--- config.mk ---
export PLATFORM = sky130hd
export DESIGN_NAME = scan_sel_gen
export DESIGN_NICKNAME = d
export VERILOG_FILES = /design/src/rtl/scan_pkg.sv /design/src/rtl/tick_gen.sv /design/src/rtl/scan_sel_gen.sv
export SDC_FILE = /design/constraint.sdc
export NUM_CORES = 1
export LEC_CHECK = 0
export ABC_AREA = 0
export CORE_MARGIN = 2
export CORE_UTILIZATION = 45
export CTS_BUF_LIST = sky130_fd_sc_hd__clkbuf_8
export CTS_CLUSTER_DIAMETER = 30
export CTS_CLUSTER_SIZE = 25
export DETAILED_ROUTE_END_ITERATION = 8
export GPL_ROUTABILITY_DRIVEN = 1
export HOLD_SLACK_MARGIN = 0.15
export PLACE_DENSITY_LB_ADDON = 0.1
export SLEW_MARGIN = 10
export SYNTH_ARGS = -nofsm -noshare
export SYNTH_HDL_FRONTEND = slang
export SYNTH_HIERARCHICAL = 1
export SYNTH_SLANG_ARGS = --single-unit
--- constraint.sdc ---
create_clock -name i_clk -period 3.6 [get_ports i_clk]
set_clock_uncertainty 0.2 [all_clocks]
set_input_delay 0.72 -clock i_clk [delete_from_list [all_inputs] [get_ports i_clk]]
set_output_delay 0.72 -clock i_clk [all_outputs]
set_load 0.02 [all_outputs]
--- src/rtl/scan_pkg.sv ---
// Shared types and constants for the scanning select generator.
//   dir_state_e : bounce-direction FSM state (ST_UP / ST_DOWN)
//   MODE_*      : encodings of the i_mode input
//   SEL_MIN/MAX : end stops of the 3-bit select
//   cnt_width() : prescaler counter width for a given divide ratio
package scan_pkg;

  typedef enum logic [0:0] {
    ST_UP   = 1'b0,
    ST_DOWN = 1'b1
  } dir_state_e;

  localparam logic MODE_WRAP   = 1'b0;
  localparam logic MODE_BOUNCE = 1'b1;

  localparam logic [2:0] SEL_MIN = 3'd0;
  localparam logic [2:0] SEL_MAX = 3'd7;

  // A divide-by-one prescaler still needs a 1-bit counter to stay legal.
  function automatic int unsigned cnt_width(input int unsigned div);
    return (div <= 1) ? 1 : $clog2(div);
  endfunction

endpackage

--- src/rtl/tick_gen.sv ---
// Prescaler: counts enabled cycles 0..DIV-1 and flags the wrapping cycle.
//   i_clk   : clock, rising edge
//   i_rst_n : asynchronous active-low reset, count -> 0
//   i_en    : count enable; count holds while low
//   i_clr   : synchronous clear to 0, independent of i_en
//   o_step  : high in the enabled cycle whose edge wraps the count
module tick_gen
  import scan_pkg::*;
#(
  parameter int unsigned DIV = 4
) (
  input  logic i_clk,
  input  logic i_rst_n,
  input  logic i_en,
  input  logic i_clr,
  output logic o_step
);

  localparam int unsigned CW = cnt_width(DIV);
  localparam logic [CW-1:0] CNT_LAST = CW'(DIV - 1);

  logic [CW-1:0] cnt_q;
  logic          at_last;

  assign at_last = (cnt_q == CNT_LAST);

  always_ff @(posedge i_clk or negedge i_rst_n) begin
    if (!i_rst_n) begin
      cnt_q <= '0;
    end else if (i_clr) begin
      cnt_q <= '0;
    end else if (i_en) begin
      if (at_last) begin
        cnt_q <= '0;
      end else begin
        cnt_q <= cnt_q + CW'(1);
      end
    end
  end

  // A clear wins over the step so the owner never sees a step it must discard.
  assign o_step = i_en & ~i_clr & at_last;

endmodule

--- src/rtl/scan_sel_gen.sv ---
// Scanning select generator for a 3-to-8 decoder.
// Steps a 3-bit select every DIV enabled cycles, either wrapping (up or down)
// or bouncing between 0 and 7.
//   i_clk      : clock, rising edge
//   i_rst_n    : asynchronous active-low reset
//   i_en       : step enable; prescaler and select hold while low
//   i_mode     : 0 = wrap, 1 = bounce
//   i_dir      : wrap direction, 0 = up, 1 = down (ignored when bouncing)
//   i_load     : synchronous load of i_load_val, also clears the prescaler
//   i_load_val : value to load
//   o_sel      : registered select
//   o_tick     : one-cycle pulse with each newly stepped o_sel
//   o_wrap     : one-cycle pulse on wrap-around or bounce reversal
module scan_sel_gen
  import scan_pkg::*;
#(
  parameter int unsigned DIV = 4
) (
  input  logic       i_clk,
  input  logic       i_rst_n,
  input  logic       i_en,
  input  logic       i_mode,
  input  logic       i_dir,
  input  logic       i_load,
  input  logic [2:0] i_load_val,
  output logic [2:0] o_sel,
  output logic       o_tick,
  output logic       o_wrap
);

  logic       step;
  dir_state_e state_q;
  logic [2:0] sel_q;
  logic       tick_q;
  logic       wrap_q;

  tick_gen #(
    .DIV (DIV)
  ) u_tick_gen (
    .i_clk   (i_clk),
    .i_rst_n (i_rst_n),
    .i_en    (i_en),
    .i_clr   (i_load),
    .o_step  (step)
  );

  // Select register, direction FSM and pulse outputs share one process so
  // the pulses line up with the select value they announce.
  always_ff @(posedge i_clk or negedge i_rst_n) begin
    if (!i_rst_n) begin
      state_q <= ST_UP;
      sel_q   <= SEL_MIN;
      tick_q  <= 1'b0;
      wrap_q  <= 1'b0;
    end else begin
      tick_q <= 1'b0;
      wrap_q <= 1'b0;
      if (i_load) begin
        sel_q <= i_load_val;
        // Loading an end stop leaves only one legal bounce direction.
        if (i_mode == MODE_BOUNCE) begin
          if (i_load_val == SEL_MAX) begin
            state_q <= ST_DOWN;
          end else if (i_load_val == SEL_MIN) begin
            state_q <= ST_UP;
          end
        end
      end else if (step) begin
        tick_q <= 1'b1;
        if (i_mode == MODE_WRAP) begin
          // Track the wrap direction so bounce mode picks up where wrap left off.
          if (i_dir) begin
            sel_q   <= sel_q - 3'd1;
            wrap_q  <= (sel_q == SEL_MIN);
            state_q <= ST_DOWN;
          end else begin
            sel_q   <= sel_q + 3'd1;
            wrap_q  <= (sel_q == SEL_MAX);
            state_q <= ST_UP;
          end
        end else begin
          case (state_q)
            ST_UP: begin
              if (sel_q == SEL_MAX) begin
                sel_q   <= SEL_MAX - 3'd1;
                state_q <= ST_DOWN;
                wrap_q  <= 1'b1;
              end else begin
                sel_q <= sel_q + 3'd1;
              end
            end
            ST_DOWN: begin
              if (sel_q == SEL_MIN) begin
                sel_q   <= SEL_MIN + 3'd1;
                state_q <= ST_UP;
                wrap_q  <= 1'b1;
              end else begin
                sel_q <= sel_q - 3'd1;
              end
            end
            default: state_q <= ST_UP;
          endcase
        end
      end
    end
  end

  assign o_sel  = sel_q;
  assign o_tick = tick_q;
  assign o_wrap = wrap_q;

endmodule

## Word-level counts from Yosys, hierarchy flattened

Index checks and enable logic that the tools add are counted.

- Output and inout bits: 5
- Input bits: 9
- Latch bits: 0
- RAM bits: 0
- Register bits: 8
- Memories: 0
- Bits in read-only memories: 0

- Multiplexer cells: 28
- Add/sub/neg operators: 3
- Shift-type cells: 0
- Div/mod/pow operators: 0
- Equality and inequality tests: 5
- Bitwise logic cells: 4
- Reduce and logical (&&, ||, !) cells: 5
- $mul: 0
- Order comparisons: 0

Operator list:

| kind | number |
|---|---|
| 3-bit 2-to-1 mux | 6 |
| 1-bit 2-to-1 mux | 16 |
| 3-bit == test (second input constant) | 2 |
| 3-bit logical NOT | 2 |
| 2-bit 2-to-1 mux | 3 |
| 3-bit one-hot mux with 2 select lines | 1 |
| 1-bit one-hot mux with 2 select lines | 2 |
| 2-bit nonzero test | 2 |
| 3-bit by 1-bit adder with 3-bit output (second input constant) | 1 |
| 3-bit by 1-bit != test with 1-bit output (second input constant) | 1 |
| 3-bit AND reduction | 1 |
| 3-bit by 1-bit subtractor with 3-bit output (second input constant) | 1 |
| 2-bit by 1-bit adder with 2-bit output (second input constant) | 1 |
| 1-bit bitwise AND | 2 |
| 2-bit == test (second input constant) | 1 |
| 2-bit != test (second input constant) | 1 |
| 1-bit inverter | 2 |

## Depth between registers and ports, before layout

Gate-level depths: netlist of run 1.

- Word-level depth: 6
- Mapped depth: 8

## Modules after synthesis

Netlist of run 1, hierarchy kept.

By module, submodules not included:

| module | instances | area an instance (um^2) | seq. area each (um^2) | cells each |
|---|---|---|---|---|
| scan_sel_gen | 1 | 534.3 | 150.1 | 58 |
| tick_gen | 1 | 107.6 | 50.0 | 10 |

## Worst setup path before layout of run 1

No wires, ideal clock.

- Path kind: reg2reg
- From: reg sel_q[0] (netlist: o_sel[0])
- To: reg sel_q[1] (netlist: o_sel[1])
- Arrival: 1.514 ns
- Library setup time: 0.126 ns
- Setup slack: 1.759 ns
- Buffers on the path: 0
- Stages on the path, launching flop included: 7
- Cell sequence: dfrtp_1 > ha_1 > ha_1 > nor3_1 > a21o_1 > a21oi_1 > a221o_2

- Cells in the longest elaborated chain, start to end: 6
- Elaborated cells between the ends (all ways): 11

RTL lines:

| what | RTL line | source |
|---|---|---|
| start, declared | scan_sel_gen.sv:33 | `logic [2:0] sel_q;` |
| start signal, assigned | scan_sel_gen.sv:59 | `sel_q <= i_load_val;` |
| start signal, assigned | scan_sel_gen.sv:73 | `sel_q <= sel_q - 3'd1;` |
| start signal, assigned | scan_sel_gen.sv:77 | `sel_q <= sel_q + 3'd1;` |
| 3-bit by 1-bit subtractor with 3-bit output (tied with other cells) | scan_sel_gen.sv:73, scan_sel_gen.sv:98 |  |
| 3-bit 2-to-1 mux (on tied branches) | scan_sel_gen.sv:93, scan_sel_gen.sv:84 |  |
| 3-bit one-hot mux with 2 select lines | scan_sel_gen.sv:82 | `case (state_q)` |
| 3-bit 2-to-1 mux * | scan_sel_gen.sv:70 | `if (i_mode == MODE_WRAP) begin` |
| 3-bit 2-to-1 mux * | scan_sel_gen.sv:68 | `end else if (step) begin` |
| 3-bit 2-to-1 mux * | scan_sel_gen.sv:58 | `if (i_load) begin` |

Mark *: on every way between the ends. The rest lies on a longest branch, timed or not. The select of a mux whose other input is x is not followed.
A chain may end at the register's enable or synchronous reset.

## Final worst setup path of run 1

- From: in i_load
- To: reg sel_q[1] (netlist: o_sel[1])

- Cells in the longest elaborated chain, start to end: 4
- Elaborated cells between the ends (all ways): 5

RTL lines:

| what | RTL line | source |
|---|---|---|
| start, declared | scan_sel_gen.sv:24 | `input logic i_load,` |
| 1-bit inverter | tick_gen.sv:42 | `assign o_step = i_en & ~i_clr & at_last;` |
| 1-bit bitwise AND (2 in series) | tick_gen.sv:42 |  |
| net step | scan_sel_gen.sv:31 | `logic step;` |
| 2-bit nonzero test (no line) | n/a |  |

The timed path passes the listed nets, and every way through them passes these cells.

==> run summary, run 1 <==
outcome - completed
Total GRT Usage - 17.4%
Hold Buf Count CTS - 0
die area - 0.00174 sq mm
Total Wirelength - 1280 microns
CTS sink count - 8
placer congestion estimate - 0.793
number of global-route vias before repair - 517
Min Hold Slack - 0.329 ns
Via density - 5.66
Synth cell types - 28
Mean Syn Cell Area - 9.44 sq um
# IOs - 14
initial antenna violation count - 0
Tcrit/Tclk final - 68.8%
RSZ-0062 raised after global routing - false
synthesized cell area - 642 sq um
ys flop type - dfrtp_1
Syn. warnings - 6
WP data arrival - 2.39 ns
Leakage - 0.375 nW
Placement Cell Area - 754 sq um
TNS Setup - 0 ns
final setup fails - 0
detailed-route via count - 543
power density cells - 375 mW/mm^2
crit-path max cell delay - 0.77 ns
Relative slew margins - 67.7%
Nets - 100
Mapped Cells - 68
CP max stage cell - clkdlybuf4s50_1
H-tree levels - 1
Post-synth ARST share - 100%
pins over their slew limit - 0
total global routing overflow - 0
drc violations - 0
Core Region - 0.00132 sq mm
CTS tree - built
Worst Setup End Kind - register
Inserted Diodes - 0
Area growth, synth to finish - 24.0%
Seq/Total Area, Yosys - 31.2%
drt pass-1 iters - 4
global-route wire length before repair - 2280 microns
power share of the clock group - 35.5%
post-DP HPWL - 988 microns
largest net degree at the start of global routing - 16
crit-path cells - clkdlybuf4s50_1 -> nor2_1 -> and2b_1 -> o21ai_0 -> a21oi_1 -> a221o_2
Yosys top cell area share - 31.2%
Sw Ratio - 29.3%
Yosys top cell by area - dfrtp_1
Post-Syn Nets - 85
Worst-path clk slew - 0.04 ns
Pint - 0.211 mW
# resized after CTS - 0
clk_lat worst skew - 0.23 ns
Crit Path Class - input port to register
Tot Pwr - 0.299 mW
Hold Vio Cnt, Final - 0
# rows - 13
Chip Height - 41.8 microns
CP required - 3.51 ns
MaxCap Viol Count - 0
top post-synthesis cells by area - dfrtp_1 31%, ha_1 16%, mux2i_1 7.8%
clock buffer depth - 2
HP Class - register to register
net switching power - 0.0876 mW
Num CTS Buffers - 3
#FFs+latches synth - 8
Worst Path Max Fanout - 15
Commonest cells post-synth - 8 x dfrtp_1, 8 x ha_1, 7 x inv_1
share of cells above drive strength 1 - 7.41%
sequential power share - 38.1%
starting DRC count in detailed routing - 18
Slew @ Worst Pin - 0.483 ns
Post-CTS Setup Bufs - 0
Post-synth EDFFs - 0
Port Buffer Count - 13
VDD IR max - 0.233 mV
maximum clock frequency - 403 MHz
startpoint types - input port
fin area - 796 sq um
starting density of the core - 48.7%
WL/cell - 13.4 microns
part of the power in combinational logic - 26.5%
clock period minus worst slack - 2.48 ns
root buffer cell - clkbuf_8
post-route ant nets - 0
Die Wd - 41.8 microns
final cells by class:
cell class,count,area (sq um)
inverters,7,26.3
well taps,15,18.8
multi-input cells,50,379
clock buffers,3,41.3
flip-flops and latches,8,200
repair buffers,13,130
fillers,122,522
sequential cells by signal, summed over array words and instances (netlist names):
register / flops
o_sel: 3
u_tick_gen/cnt_q: 2
o_tick: 1
o_wrap: 1
state_q: 1
layout by cell type, fill, tap and decap left out, types with 2 or more instances in the layout:
master           count
nor2_1               4
nand3_1              2
o21ai_0              2
clkdlybuf4s50_1     13
a311oi_1             2
dfrtp_1              8
a21o_1               2
a21oi_1              4
inv_1                7
nor3_1               2
clkbuf_8             3
o211ai_1             2
nand2_1              4
mux2i_1              5
ha_1                 8
layer usage:
metal | global-route usage (%) | wire [microns] | vias up
met4 | 7.74 | 12 | 0
met1 | 23.4 | 585 | 247
met3 | 5.65 | 105 | 2
li1 | - | - | 269
met5 | 0 | 0 | -
met2 | 25.3 | 580 | 25
final timing paths:
| kind | startpoint | to | slack, ns | cells after the start |
|---|---|---|---|---|
| setup / recovery | i_load | o_sel[1] | 1.12 | 6 |
| hold / removal | u_tick_gen/cnt_q[1] | u_tick_gen/cnt_q[1] | 0.33 | 2 |
| setup reg to reg | o_sel[0] | state_q | 1.73 | 7 |
| hold reg to reg | u_tick_gen/cnt_q[1] | u_tick_gen/cnt_q[1] | 0.33 | 2 |
| max in group asynchronous | i_rst_n | state_q | 2.33 | 1 |
| min in group asynchronous | i_rst_n | u_tick_gen/cnt_q[1] | 0.59 | 1 |
power groups by stage:
| stage | Combinational (mW) | Clock (mW) | Sequential, mW |
|---|---|---|---|
| 2_1_floorplan | 0.0604 | 0 | 0.109 |
| 3_3_place_gp | 0.0775 | 0 | 0.114 |
| 3_5_place_dp | 0.0794 | 0 | 0.115 |
| 4_1_cts | 0.0796 | 0.109 | 0.114 |
| 5_1_grt | 0.0898 | 0.116 | 0.116 |
| 6_report | 0.0790 | 0.106 | 0.114 |
logic make-up after synthesis:
family | synth area share [%]
and+or+nand+nor | 15.4
AOI/OAI and AO/OA | 18.9
buffers and inverters | 9.75
muxes | 7.80
xor gates and xnor gates | 1.36
adders and majority gates | 15.6
DFF | 31.2
worst max-delay path, delay by kind of cell:
kind / cells / cell delay (ns)
simple gates: 2 / 0.45
compound gates: 3 / 0.45
buf+inv: 1 / 0.77
metrics by stage:
step | std cells | setup WS (ns) | utilization, %
after floorplan | 68 | 1.76 | -
after global placement | 93 | 0.935 | 57.3
after detailed placement | 93 | 0.913 | 57.3
after CTS | 96 | 1.14 | 60.4
after global routing | 96 | 1.04 | 60.4
final | 96 | 1.12 | 60.4
Note: power is estimated with default switching activity, not from simulation.
==> run 2, diff against run 1 <==
==> constraint.sdc (replaced) <==
create_clock -name i_clk -period 2.2 [get_ports i_clk]
set_clock_uncertainty 0.2 [all_clocks]
set_input_delay 0.44 -clock i_clk [delete_from_list [all_inputs] [get_ports i_clk]]
set_output_delay 0.44 -clock i_clk [all_outputs]
set_load 0.02 [all_outputs]
==> run 2 against run 1 <==
Effect of this change:
- clock power increased by 66%
- critical endpoint is now o_sel[2]
- largest cell class unchanged
- clock-buffer cell count is the same
- first-iteration DRC count shrank 83%
==> run summary, run 2 (same netlist as run 1, synthesis figures left out) <==
Placement Cell Area - 785 sq um
maximum clock frequency - 503 MHz
Total Wirelength - 1360 microns
# rows - 13
# IOs - 14
max FFs per register - 3
drt pass-1 iters - 3
HP Class - input port to async pin
Crit path max-delay family - buffers and inverters
# resized after CTS - 0
Relative slew margins - 73.8%
detailed-route via count - 533
Leakage - 0.395 nW
Worst Path Max Fanout - 7
drc violations - 0
MaxCap Viol Count - 0
crit-path max cell delay - 0.65 ns
Filler cells - 116
share of cells above drive strength 1 - 11.8%
fin area - 826 sq um
Tcrit/Tclk final - 90.4%
power density cells - 596 mW/mm^2
placer congestion estimate - 0.746
leading cell type in the layout, fill and taps excluded - clkdlybuf4s50_1
starting density of the core - 48.7%
H-tree levels - 1
Port Buffer Count - 13
RSZ-0062 raised after global routing - false
Chip Height - 41.8 microns
Inserted Diodes - 0
crit-path cells - clkdlybuf4s50_1
CP max stage cell - clkdlybuf4s50_1
CTS tree - built
Worst-path clk slew - 0.04 ns
CTS sink count - 8
Hold Buf Count CTS - 0
Area growth, synth to finish - 28.7%
post-DP HPWL - 1010 microns
global-route wire length before repair - 2220 microns
commonest non-fill, non-tap cells in the layout - 13 x clkdlybuf4s50_1, 8 x ha_1, 8 x dfrtp_1
total global routing overflow - 0
WP data arrival - 1.35 ns
clock buffer depth - 2
CP required - 1.56 ns
Post-CTS Setup Bufs - 0
Crit Path Class - register to output pin
final setup fails - 0
Stages on worst setup path - 1
pins over their slew limit - 0
Num CTS Buffers - 3
R2R depth - 6
TNS Setup - 0 ns
outcome - completed
number of global-route vias before repair - 517
initial antenna violation count - 0
largest net degree at the start of global routing - 12
Worst Setup End Kind - output pin
Core Region - 0.00132 sq mm
die area - 0.00174 sq mm
post-route ant nets - 0
Via density - 5.33
clock period minus worst slack - 1.99 ns
Nets - 104
VDD IR max - 0.535 mV
Total GRT Usage - 16.8%
Slew @ Worst Pin - 0.392 ns
starting DRC count in detailed routing - 3
Hold Vio Cnt, Final - 0
startpoint types - register
Die Wd - 41.8 microns
WL/cell - 13.6 microns
WP buf/inv - 1
clk_lat worst skew - 0.23 ns
root buffer cell - clkbuf_8
## run 2: cell count changes in the layout (fill, tap and decap cells not counted)
cell / before / now
buf_4: 0 / 4
## run 2: layer usage
metal / track usage [%] / vias up / part of all wire, %
met5: 0 / - / 0
met4: 3.87 / 0 / 0
met2: 28.7 / 12 / 46
li1: - / 277 / -
met1: 19.2 / 244 / 48
met3: 7.39 / 0 / 5.3
## run 2: final timing paths
kind / from / end / slack, ns
max reg2reg: o_sel[0] / o_sel[1] / 0.33
max: o_sel[2] / o_sel[2] / 0.21
min reg2reg: u_tick_gen/cnt_q[1] / u_tick_gen/cnt_q[1] / 0.38
max in group asynchronous: i_rst_n / o_sel[2] / 1.24
min in group i_clk: u_tick_gen/cnt_q[1] / u_tick_gen/cnt_q[1] / 0.38
min: i_rst_n / u_tick_gen/cnt_q[1] / 0.29
## run 2: worst register-to-register path: stages, from the launching register on
cell and delay [ns]:
dfrtp_1 0.42, ha_1 0.27, ha_1 0.21, nor3_1 0.17
a21o_1 0.10, a21oi_1 0.06, a221o_2 0.31
## run 2: cell type report
class                   instances  area, sq um  area share, %
flip-flops and latches          8          200           24.2
clock buffers                   3         41.3           5.00
multi-input cells              50          379           45.9
well taps                      15         18.8           2.27
inverters                       7         26.3           3.18
repair buffers                 17          160           19.4
## run 2: through the flow
stage	cells	setup slack, ns	util [%]	power, mW	hold WS [ns]
CTS	100	0.213	62.7	0.500	0.305
finish	100	0.210	62.7	0.492	0.295
global route	100	0.161	62.7	0.526	0.329
detailed placement	97	0.154	59.5	0.318	0.351
floorplan	68	0.359	-	0.278	-0.0556
global placement	97	0.172	59.5	0.314	0.310
## run 2: report_power, final
part / total, mW / switching, mW / internal [mW] / leakage [nW]
logic: 0.132 / 0.0623 / 0.0693 / 0.272
clock network: 0.176 / 0.0574 / 0.119 / 0.0216
registers: 0.185 / 0.0238 / 0.161 / 0.101
